$ cat src/rtl/dkong3_audio_pkg.sv
//------------------------------------------------------------------------------
// dkong3_audio_pkg - shared types and helpers for the audio output path. Rev 1.0
//------------------------------------------------------------------------------
`default_nettype none

package dkong3_audio_pkg;

  typedef enum logic [1:0] {
    IDLE = 2'd0,
    HP   = 2'd1,
    LP   = 2'd2,
    OUT  = 2'd3
  } state_e;

  localparam int FRAC_W = 8;
  localparam int SAT_W  = 28;

  localparam logic signed [SAT_W-1:0] SAT_MAX = 28'sd32767;
  localparam logic signed [SAT_W-1:0] SAT_MIN = -28'sd32768;

  function automatic logic signed [15:0] sat16(input logic signed [SAT_W-1:0] v);
    logic signed [15:0] r;
    if (v > SAT_MAX) begin
      r = SAT_MAX[15:0];
    end else if (v < SAT_MIN) begin
      r = SAT_MIN[15:0];
    end else begin
      r = v[15:0];
    end
    return r;
  endfunction

endpackage

`default_nettype wire

$ cat src/rtl/dkong3_audio_out.sv
//------------------------------------------------------------------------------
// dkong3_audio_out - box-car decimator, DC blocker, low-pass, volume, limiter. Rev 1.0
//------------------------------------------------------------------------------
`default_nettype none

module dkong3_audio_out
  import dkong3_audio_pkg::*;
#(
  parameter int DIV_LOG2 = 9,
  parameter int HP_SHIFT = 10,
  parameter int LP_SHIFT = 2
) (
  input  logic               I_CLK_24M,
  input  logic               I_RESETn,
  input  logic signed [15:0] I_SAMPLE,
  input  logic        [1:0]  I_VOL,
  input  logic               I_MUTE,
  output logic signed [15:0] O_SAMPLE,
  output logic               O_STROBE
);

  localparam int ACC_W = 16 + DIV_LOG2;
  localparam int HP_W  = 26;

  logic        [DIV_LOG2-1:0] cnt_q, cnt_d;
  logic signed [ACC_W-1:0]    acc_q, acc_d;
  logic signed [15:0]         x_reg_q, x_reg_d;
  logic signed [15:0]         x_prev_q, x_prev_d;
  logic signed [HP_W-1:0]     hp_q, hp_d;
  logic signed [HP_W-1:0]     lp_q, lp_d;
  logic signed [15:0]         sample_q, sample_d;
  logic                       strobe_q, strobe_d;
  state_e                     state_q, state_d;

  logic                       tick;
  logic signed [ACC_W-1:0]    acc_sum;
  logic signed [SAT_W-1:0]    x_e, xp_e, hp_e, lp_e;
  logic signed [SAT_W-1:0]    hp_next, lp_next, v_e;
  logic                       unused_headroom;

  // Filter arithmetic runs at 28 bits so nothing wraps before the limiter.
  always_comb begin
    tick    = &cnt_q;
    acc_sum = acc_q + ACC_W'(I_SAMPLE);
    x_e     = SAT_W'(x_reg_q);
    xp_e    = SAT_W'(x_prev_q);
    hp_e    = SAT_W'(hp_q);
    lp_e    = SAT_W'(lp_q);
    hp_next = ((x_e - xp_e) <<< FRAC_W) + hp_e - (hp_e >>> HP_SHIFT);
    lp_next = lp_e + ((hp_e - lp_e) >>> LP_SHIFT);
    v_e     = (lp_e >>> FRAC_W) >>> I_VOL;
  end

  assign unused_headroom = ^{hp_next[SAT_W-1:HP_W], lp_next[SAT_W-1:HP_W]};

  always_comb begin
    cnt_d    = cnt_q + DIV_LOG2'(1);
    acc_d    = acc_sum;
    x_reg_d  = x_reg_q;
    x_prev_d = x_prev_q;
    hp_d     = hp_q;
    lp_d     = lp_q;
    sample_d = sample_q;
    strobe_d = 1'b0;
    state_d  = state_q;

    if (tick) begin
      x_reg_d = 16'(acc_sum >>> DIV_LOG2);
      acc_d   = '0;
    end

    case (state_q)
      IDLE: begin
        if (tick) begin
          state_d = HP;
        end
      end
      HP: begin
        hp_d     = hp_next[HP_W-1:0];
        x_prev_d = x_reg_q;
        state_d  = LP;
      end
      LP: begin
        lp_d    = lp_next[HP_W-1:0];
        state_d = OUT;
      end
      OUT: begin
        sample_d = I_MUTE ? '0 : sat16(v_e);
        strobe_d = 1'b1;
        state_d  = IDLE;
      end
      default: state_d = IDLE;
    endcase
  end

  always_ff @(posedge I_CLK_24M or negedge I_RESETn) begin
    if (!I_RESETn) begin
      cnt_q    <= '0;
      acc_q    <= '0;
      x_reg_q  <= '0;
      x_prev_q <= '0;
      hp_q     <= '0;
      lp_q     <= '0;
      sample_q <= '0;
      strobe_q <= 1'b0;
      state_q  <= IDLE;
    end else begin
      cnt_q    <= cnt_d;
      acc_q    <= acc_d;
      x_reg_q  <= x_reg_d;
      x_prev_q <= x_prev_d;
      hp_q     <= hp_d;
      lp_q     <= lp_d;
      sample_q <= sample_d;
      strobe_q <= strobe_d;
      state_q  <= state_d;
    end
  end

  assign O_SAMPLE = sample_q;
  assign O_STROBE = strobe_q;

endmodule

`default_nettype wire

$ cat config.mk
export PLATFORM = sky130hd
export DESIGN_NAME = dkong3_audio_out
export DESIGN_NICKNAME = d
export VERILOG_FILES = /design/src/rtl/dkong3_audio_pkg.sv /design/src/rtl/dkong3_audio_out.sv
export SDC_FILE = /design/constraint.sdc
export NUM_CORES = 1
export LEC_CHECK = 0
export ABC_AREA = 1
export CORE_ASPECT_RATIO = 0.9
export CORE_MARGIN = 4
export CORE_UTILIZATION = 50
export DETAILED_ROUTE_END_ITERATION = 7
export PLACE_DENSITY_LB_ADDON = 0.1
export SLEW_MARGIN = 10
export SYNTH_ARGS = -nofsm -noshare
export SYNTH_HDL_FRONTEND = slang
export SYNTH_SLANG_ARGS = --single-unit
$ cat constraint.sdc
create_clock -name I_CLK_24M -period 3.5 [get_ports I_CLK_24M]
set_input_delay 0.7 -clock I_CLK_24M [delete_from_list [all_inputs] [get_ports I_CLK_24M]]
set_output_delay 0.7 -clock I_CLK_24M [all_outputs]
set_load 0.005 [all_outputs]
=== After elaboration in Yosys (flattened, before gate mapping) ===
Index checks and enable logic that the tools add are counted.
Widths: inputs -> output; s select.

* Muxes and demuxes: 7
* Add/sub/neg operators: 7
* Eq/ne operators: 4
* Shifts and indexed selects: 1
* Order comparisons: 2
* Reductions and logical operators: 2

{| class="wikitable"
|+ Operators with widths
! kind !! count
|-
| $mux 16 || 3
|-
| $gt 28x16->1 const B || 1
|-
| $lt 28x16->1 const B || 1
|-
| $sshr 18x2->28 || 1
|-
| $sub 26x26->27 || 1
|-
| $add 25x26->26 || 1
|-
| $add 26x25->26 || 1
|-
| $sub 26x16->26 || 1
|-
| $add 25x16->25 || 1
|-
| $mux 25 || 1
|-
| $sub 16x16->17 || 1
|-
| $add 9x1->9 const B || 1
|-
| $reduce_and 9->1 || 1
|-
| $pmux 2 s4 || 1
|-
| $eq 2x2->1 const B || 2
|-
| $eq 2x1->1 const B || 1
|-
| $logic_not 2->1 || 1
|-
| $mux 2 || 1
|-
| $ne 2x2->1 const B || 1
|-
| $mux 1 || 1
|}

* Register bits: 137
* Output and inout port bits: 17
* Bits of input ports: 21
* Word-level logic and storage cells: 32

=== Logic depth before layout (Yosys ltp) ===
Gate-level depths: netlist of the first run.

* Depth in word-level cells: 5
* Gate-level depth with buffers: 25
* Gate-level depth less buffers: 25

=== Least setup slack after synthesis of the first run ===
OpenSTA, ideal clock, no wires.

* Path kind: flip-flop to flip-flop
* From: register x_reg_q[0]
* To: register hp_q[24]
* Setup slack: 0.122 ns
* Buffers on the path: 0
* Arrival: 3.246 ns
* Library setup time: 0.133 ns
* Stages on the path, launching flop included: 22
* Required time: 3.367 ns
* Clock period less this slack: 3.378 ns
* Cell sequence: dfrtp_1 > inv_1 > ha_1 > fa_1 > o21ai_2 > nand2_1 > nand2_2 > a21oi_1 > o21bai_1 > xor2_1 > fa_1 > inv_1 > ha_1 > inv_1 > nor3_1 > nand2_1 > nor2_1 > nand2_1 > nand3_1 > nand2_1 > nand3_1 > o21ai_0

* Word-level cells in the longest chain between the ends: 3

{| class="wikitable"
|+ RTL lines
! what !! RTL line !! source
|-
| start: declaration || dkong3_audio_out.sv:27 || <nowiki>logic signed [15:0] x_reg_q, x_reg_d;</nowiki>
|-
| start signal: assignment || dkong3_audio_out.sv:110 || <nowiki>x_reg_q <= x_reg_d;</nowiki>
|-
| $sub 16x16->17 || dkong3_audio_out.sv:49 || <nowiki>hp_next = ((x_e - xp_e) <<< FRAC_W) + hp_e - (hp_e >>> HP_SHIFT);</nowiki>
|-
| $add 25x26->26 || dkong3_audio_out.sv:49 ||
|-
| $sub 26x16->26 || dkong3_audio_out.sv:49 ||
|-
| end signal: assignment || dkong3_audio_out.sv:112 || <nowiki>hp_q <= hp_d;</nowiki>
|-
| end: declaration || dkong3_audio_out.sv:29 || <nowiki>logic signed [HP_W-1:0] hp_q, hp_d;</nowiki>
|}

No other way between the ends.
A chain may end at the register's enable or synchronous reset.

=== Worst setup path in the final report of the first run ===
* From: register x_reg_q[0]
* To: register hp_q[25]

The elaborated chain is that of the path after synthesis.

==> metrics.md, run 1 <==
| Metric | Value |
|---|---|
| Status | finished, violations left |
| Failing checks | negative setup slack |
| Data required, critical path | 3.83 ns |
| I/O pin total | 38 |
| CTS max path bufs | 2 |
| Fmax | 0.2815 GHz |
| Kind of critical path | flop to flop |
| Multi-input gate area | 8982 µm² |
| P_leak | 8.101 nW |
| Reg area | 3431 µm² |
| Pint | 3.363 mW |
| Count leader, synth | nand2_1 |
| Top_reg_cell synth | dfrtp_1 |
| Drt pass-1 iters | 6 |
| Clock skew | 0.02105 ns |
| Yosys reg bits | 137 |
| # setup viols final | 3 |
| Pwr/cell area | 339.0 nW/µm² |
| Final slew viol count | 0 |
| First-pass GRT wire length | 59.48 mm |
| Detailed Route WL | 37.16 mm |
| Worst-skew pair later-pin latency | 0.44 ns |
| Syn nets | 1,969 |
| Overflow after GRT | 0 |
| DP Worst Slack | -0.1393 ns |
| Slew margin rel. | 0.2587 |
| Layout fillers | 2,177 |
| I/O Buffers | 37 |
| RePlAce Congestion | 0.9690 |
| Total power | 5.401 mW |
| Row count | 54 |
| Vias in the first global route | 11,770 |
| Area leader, netlist | dfrtp_1 |
| First DRT Iteration DRCs | 969 |
| Hold_buf cts | 0 |
| Mapped Area | 12,640 µm² |
| Worst-Margin Slew | 1.111 ns |
| Die W | 175.6 µm |
| Area delta synth->final | 26.07% |
| DR DRC count | 0 |
| Hpwl dp | 28.66 mm |
| Initial cell density of the core | 0.5139 |
| Initial antenna violation count | 0 |
| Comb power frac | 0.327 |
| CP max-delay cell | fa_1 |
| Synth async-reset ratio | 1.000 |
| Core footprint | 24,590 µm² |
| Mapped Cells | 1,796 |
| Area of the die | 27,890 µm² |
| Worst setup SP type | flop |
| Critical-path maximum fanout | 4 |
| Most frequent cells after synthesis | nand2_1 (450), inv_1 (247), o21ai_0 (138) |
| Sequential power share | 0.334 |
| Critical Path End Type | flop |
| Pin count of the biggest net entering global routing | 93 |
| Clk pin slew, worst setup/hold paths | 0.08 ns |
| Routed WL per cell | 15.98 µm |
| Cell mode on critical path | nand2_1 |
| RSZ-0062 raised after global routing | yes |
| Tmin final | 3.552 ns |
| Inst Count DP | 2,279 |
| Sw Share | 0.3773 |
| Sink Count | 137 |
| Syn_area_per_cell | 7.038 µm² |
| Clock share of power | 0.339 |
| TritonCTS clock tree | done |
| Max incr delay on CP | 0.56 ns |
| Chip height | 158.8 µm |
| Fin. Hold Viols | 0 |
| Share of cells above drive strength 1 | 0.1995 |
| Post-synthesis cell type count | 54 |
| Synth top area cells | dfrtp_1 (27%), nand2_1 (13%), ha_1 (13%) |
| CP arrival | 3.88 ns |
| Switch Pwr | 2.038 mW |
| Yosys top cell area share | 0.2712 |
| Post-synth EDFFs | 0 |
| DR vias/cell | 5.340 |
| Sequential cell area fraction in the yosys report | 0.2712 |
| Worst setup margin | -0.05187 ns |
| Total Routing Usage GR | 0.2603 |
| Maximum VDD drop | 0.0003638 V |
| Worst-path cell chain | inv_2 > ha_4 > fa_2 > o21ai_2 > nand2_1 > nand2_2 > a21oi_2 > o21bai_1 > xor2_1 > fa_1 > inv_2 > ha_4 > nand2_4 > buf_6 > nor4_4 > nand2_1 > nand2_1 > nand3_1 > nand3_1 > nand2_1 |
| CTS buffer count | 17 |
| Htree depth | 4 |
| Vias | 12,420 |
| YS warnings | 0 |
| Max-cap viol count | 0 |
| Ant. Diodes | 0 |
| Clock root cell | clkbuf_16 |
| Post-route insts no fill | 2,326 |
| Routed Antenna Nets | 0 |
| Setup TNS | -0.09112 ns |
| Fin crit share | 1.015 |
| Fin nets | 2,150 |
| Worst min-delay path class | input pin to asynchronous set/reset pin |
-- cell type report --
cell class / count / share of cell area
multi-input cells: 1373 / 0.5637
flip-flops and latches: 137 / 0.2153
repair buffers: 196 / 0.09948
inverters: 252 / 0.05952
clock buffers: 19 / 0.02717
well taps: 336 / 0.02638
clock inverters: 13 / 0.008480
-- cell families after synthesis --
group | synth area share
mux | 0.001782
buf+inv | 0.08661
fa+ha+maj | 0.1629
simple gates | 0.2562
flops | 0.2712
xor+xnor | 0.05058
compound gates | 0.1707
-- cells in the final DEF (no fill, tap or decap), types with 26 or more instances in the layout --
cell,count
inv_1,235
nand3_1,99
dfrtp_1,135
buf_4,156
o21ai_0,119
a21oi_2,35
a21oi_1,97
xor2_1,39
o21ai_1,44
ha_1,98
nand2_2,26
xnor2_1,26
clkdlybuf4s50_1,36
ha_4,29
nor2_1,108
nand2_1,428
-- through the flow --
step | area (µm²) | hold slack, ns | util
2_1_floorplan | 12640 | 0.4044 | -
3_3_place_gp | 14380 | 0.4355 | 0.5846
3_5_place_dp | 14380 | 0.4410 | 0.5846
4_1_cts | 15090 | 0.2228 | 0.6137
5_1_grt | 15940 | 0.2415 | 0.6479
6_report | 15940 | 0.1986 | 0.6479
-- power by group through the flow --
| stage | clock network, mW | registers [mW] | logic [mW] |
|---|---|---|---|
| after floorplan | 0 | 1.81 | 1.31 |
| after global placement | 0 | 1.83 | 1.70 |
| after detailed placement | 0 | 1.83 | 1.75 |
| after CTS | 1.86 | 1.80 | 1.75 |
| after global routing | 1.92 | 1.82 | 2.02 |
| final | 1.83 | 1.80 | 1.76 |
-- final timing paths --
path                             to  slack (ns)  cells past startpoint        from
hold reg to reg            cnt_q[0]        0.45                      1    cnt_q[0]
hold / removal             hp_q[25]        0.20                      1    I_RESETn
setup reg to reg           hp_q[25]       -0.05                     20  x_reg_q[0]
setup / recovery           hp_q[25]       -0.05                     20  x_reg_q[0]
max in group asynchronous  acc_q[4]        2.42                      2    I_RESETn
min in group I_CLK_24M     cnt_q[0]        0.45                      1    cnt_q[0]
-- critical path: cells and delay by family, from the launching register on --
kind	cells	cell delay (ns)
fa+ha+maj	4	1.40
buf+inv	3	0.25
xor+xnor	1	0.11
simple gates	9	0.88
compound gates	3	0.43
flops	1	0.37
-- state kept, by name, indices dropped and copies added, names as in the netlist --
signal    flops
cnt_q         9
hp_q         26
O_SAMPLE     16
acc_q        25
O_STROBE      1
x_prev_q     16
lp_q         26
state_q       2
x_reg_q      16
-- per-layer routing --
layer	global-route usage	wire (µm)
met2	0.4024	16400
met3	0.03115	1830
met5	0	0
met4	0.06060	654
met1	0.3909	18280
-- timing repair --
action,in CTS,in global routing
gates resized for setup,29,166
pin swaps,3,65
buffers inserted,2,13
endpoints found under the setup margin,16,29
Note: power is estimated with default switching activity, not from simulation.
==> run 2, diff against run 1 <==
--- a/config.mk
+++ b/config.mk
@@ -8,7 +8,7 @@
 export ABC_AREA = 1
 export CORE_ASPECT_RATIO = 0.9
 export CORE_MARGIN = 4
-export CORE_UTILIZATION = 50
+export CORE_UTILIZATION = 41
 export DETAILED_ROUTE_END_ITERATION = 7
 export PLACE_DENSITY_LB_ADDON = 0.1
 export SLEW_MARGIN = 10
==> metrics.md, run 2 (synthesis results as in run 1) <==
| Metric | Value |
|---|---|
| Status | finished, final reports clean (was finished, violations left) |
| Core footprint | 30,180 µm² (was 24,590 µm²) |
| Worst min-delay path class | input pin to asynchronous set/reset pin (unchanged) |
| Total Routing Usage GR | 0.2248 (was 0.2603) |
| Final slew viol count | 0 (unchanged) |
| Fin. Hold Viols | 0 (unchanged) |
| Worst R2R Path Depth | 18 (was 20) |
| Row count | 60 (was 54) |
| CP arrival | 3.83 ns (was 3.88 ns) |
| Hold_buf cts | 0 (unchanged) |
| Critical path origin | x_prev_q[0] (was x_reg_q[0]) |
| Worst setup path endpoint | hp_q[23] (was hp_q[25]) |
| Cell mode on critical path | nand2_1 (unchanged) |
| Worst setup SP type | flop (unchanged) |
| Vias | 12,330 (was 12,420) |
| Layout fillers | 2,919 (was 2,177) |
| Clk pin slew, worst setup/hold paths | 0.07 ns (was 0.08 ns) |
| Pwr/cell area | 338.3 nW/µm² (was 339.0 nW/µm²) |
| Critical Path End Type | flop (unchanged) |
| Worst r2r src | x_prev_q[0] (was x_reg_q[0]) |
| Largest regs | hp_q (26), lp_q (26), acc_q (25) (unchanged) |
| Max-cap viol count | 0 (unchanged) |
| Reg-to-reg endpoint | hp_q[23] (was hp_q[25]) |
| Worst-path cell chain | ha_4 > fa_2 > o21ai_2 > nand2_1 > nand2_2 > a31oi_2 > xor2_1 > fa_1 > inv_2 > ha_4 > nand2_2 > buf_4 > nor4_1 > a21oi_1 > inv_1 > nand2_1 > nand3_1 > nand2_1 (was inv_2 > ha_4 > fa_2 > o21ai_2 > nand2_1 > nand2_2 > a21oi_2 > o21bai_1 > xor2_1 > fa_1 > inv_2 > ha_4 > nand2_4 > buf_6 > nor4_4 > nand2_1 > nand2_1 > nand3_1 > nand3_1 > nand2_1) |
| Detailed Route WL | 38.46 mm (was 37.16 mm) |
| Worst-Margin Slew | 1.089 ns (was 1.111 ns) |
| I/O Buffers | 37 (unchanged) |
| Clock skew | 0.01291 ns (was 0.02105 ns) |
| Area of the die | 33,710 µm² (was 27,890 µm²) |
| Maximum VDD drop | 0.0004160 V (was 0.0003638 V) |
| Routed WL per cell | 16.02 µm (was 15.98 µm) |
| DR DRC count | 0 (unchanged) |
| Chip height | 174.6 µm (was 158.8 µm) |
| First-pass GRT wire length | 61.04 mm (was 59.48 mm) |
| Hpwl dp | 29.19 mm (was 28.66 mm) |
| Initial cell density of the core | 0.4188 (was 0.5139) |
| Clock root cell | clkbuf_16 (unchanged) |
| Overflow after GRT | 0 (unchanged) |
| Max incr delay on CP | 0.50 ns (was 0.56 ns) |
| Fin nets | 2,158 (was 2,150) |
| Htree depth | 4 (unchanged) |
| TritonCTS clock tree | done (unchanged) |
| Critical-path maximum fanout | 4 (unchanged) |
| CTS buffer count | 17 (unchanged) |
| Ant. Diodes | 0 (unchanged) |
| Tmin final | 3.494 ns (was 3.552 ns) |
| Initial antenna violation count | 0 (unchanged) |
| Pin count of the biggest net entering global routing | 55 (was 93) |
| Setup slack, reg-to-reg | 0.006 ns (was -0.05 ns) |
| Slew margin rel. | 0.2735 (was 0.2587) |
| CP max-delay cell | fa_1 (unchanged) |
| Drt pass-1 iters | 5 (was 6) |
| Vias in the first global route | 11,860 (was 11,770) |
| Data required, critical path | 3.84 ns (was 3.83 ns) |
| Kind of critical path | flop to flop (unchanged) |
| First DRT Iteration DRCs | 804 (was 969) |
| Sink Count | 137 (unchanged) |
| RePlAce Congestion | 0.9162 (was 0.9690) |
| CTS max path bufs | 2 (unchanged) |
| Commonest non-fill, non-tap cell in the layout | nand2_1 (unchanged) |
| Routed Antenna Nets | 0 (unchanged) |
| # setup viols final | 0 (was 3) |
| Setup TNS | 0 ns (was -0.09112 ns) |
| Fmax | 0.2862 GHz (was 0.2815 GHz) |
| RSZ-0062 raised after global routing | yes (unchanged) |
| Area delta synth->final | 30.55% (was 26.07%) |
| Most frequent cells in the layout | nand2_1 (420), inv_1 (233), buf_4 (162), dfrtp_1 (135), o21ai_0 (115) (was nand2_1 (428), inv_1 (235), buf_4 (156), dfrtp_1 (135), o21ai_0 (119)) |
| P_leak | 8.280 nW (was 8.101 nW) |
| Share of cells above drive strength 1 | 0.2302 (was 0.1995) |
| I/O pin total | 38 (unchanged) |
| Worst-skew pair later-pin latency | 0.44 ns (about the same) |
| Hold slack final | 0.2358 ns (was 0.1986 ns) |
| Fin crit share | 0.9984 (was 1.015) |
| Die W | 193.1 µm (was 175.6 µm) |
| DR vias/cell | 5.134 (was 5.340) |
## run 2: layout make-up
class                   instances  area [µm²]  share of cell area
clock buffers                  17       425.4             0.02578
clock inverters                15       202.7             0.01228
inverters                     252       948.4             0.05748
multi-input cells            1373        9336              0.5658
flip-flops and latches        137        3431              0.2079
well taps                     403       504.2             0.03056
repair buffers                204        1653              0.1002
## run 2: repair_timing
item	in CTS	in global routing
pin swaps	5	78
buffers inserted	2	27
gates resized for setup	21	252
endpoints found under the setup margin	13	26
## run 2: metrics by stage
step	utilization	instances	total power [mW]	area [µm²]	worst slack (ns)
floorplan	-	1796	3.119	12640	0.1220
global placement	0.4777	2340	3.559	14420	-0.1478
detailed placement	0.4777	2340	3.586	14420	-0.1534
CTS	0.5018	2374	5.632	15140	0.001252
global route	0.5468	2401	5.984	16500	-0.2587
finish	0.5468	2401	5.582	16500	0.005727
## run 2: report_power, final
part           switching (mW)  internal [mW]  leakage [nW]
registers              0.0571           1.75          1.68
logic                    1.14          0.623          6.29
clock network           0.857           1.16         0.308
## run 2: worst min path at each step
stage | startpoint | endpoint | slack (ns) | cells after the start
2_1_floorplan | I_RESETn | O_SAMPLE[0] | 0.40 | 0
3_3_place_gp | cnt_q[0] | cnt_q[0] | 0.45 | 1
3_5_place_dp | cnt_q[0] | cnt_q[0] | 0.45 | 1
4_1_cts | I_RESETn | hp_q[5] | 0.25 | 1
5_1_grt | I_RESETn | hp_q[4] | 0.28 | 1
6_report | I_RESETn | hp_q[5] | 0.24 | 1
## run 2: critical path, delay by kind of cell, from the launching register on
family	cells	cell delay [ns]
compound gates	3	0.41
simple gates	7	0.77
fa+ha+maj	4	1.37
flops	1	0.41
xor+xnor	1	0.17
buf+inv	3	0.27
## run 2: metal layers
layer / vias up / global-route usage / part of all wire
met5: - / 0 / 0
met2: 265 / 0.3423 / 0.44
met3: 41 / 0.02737 / 0.037
li1: 6272 / - / -
met1: 5749 / 0.3401 / 0.50
met4: 0 / 0.05192 / 0.016
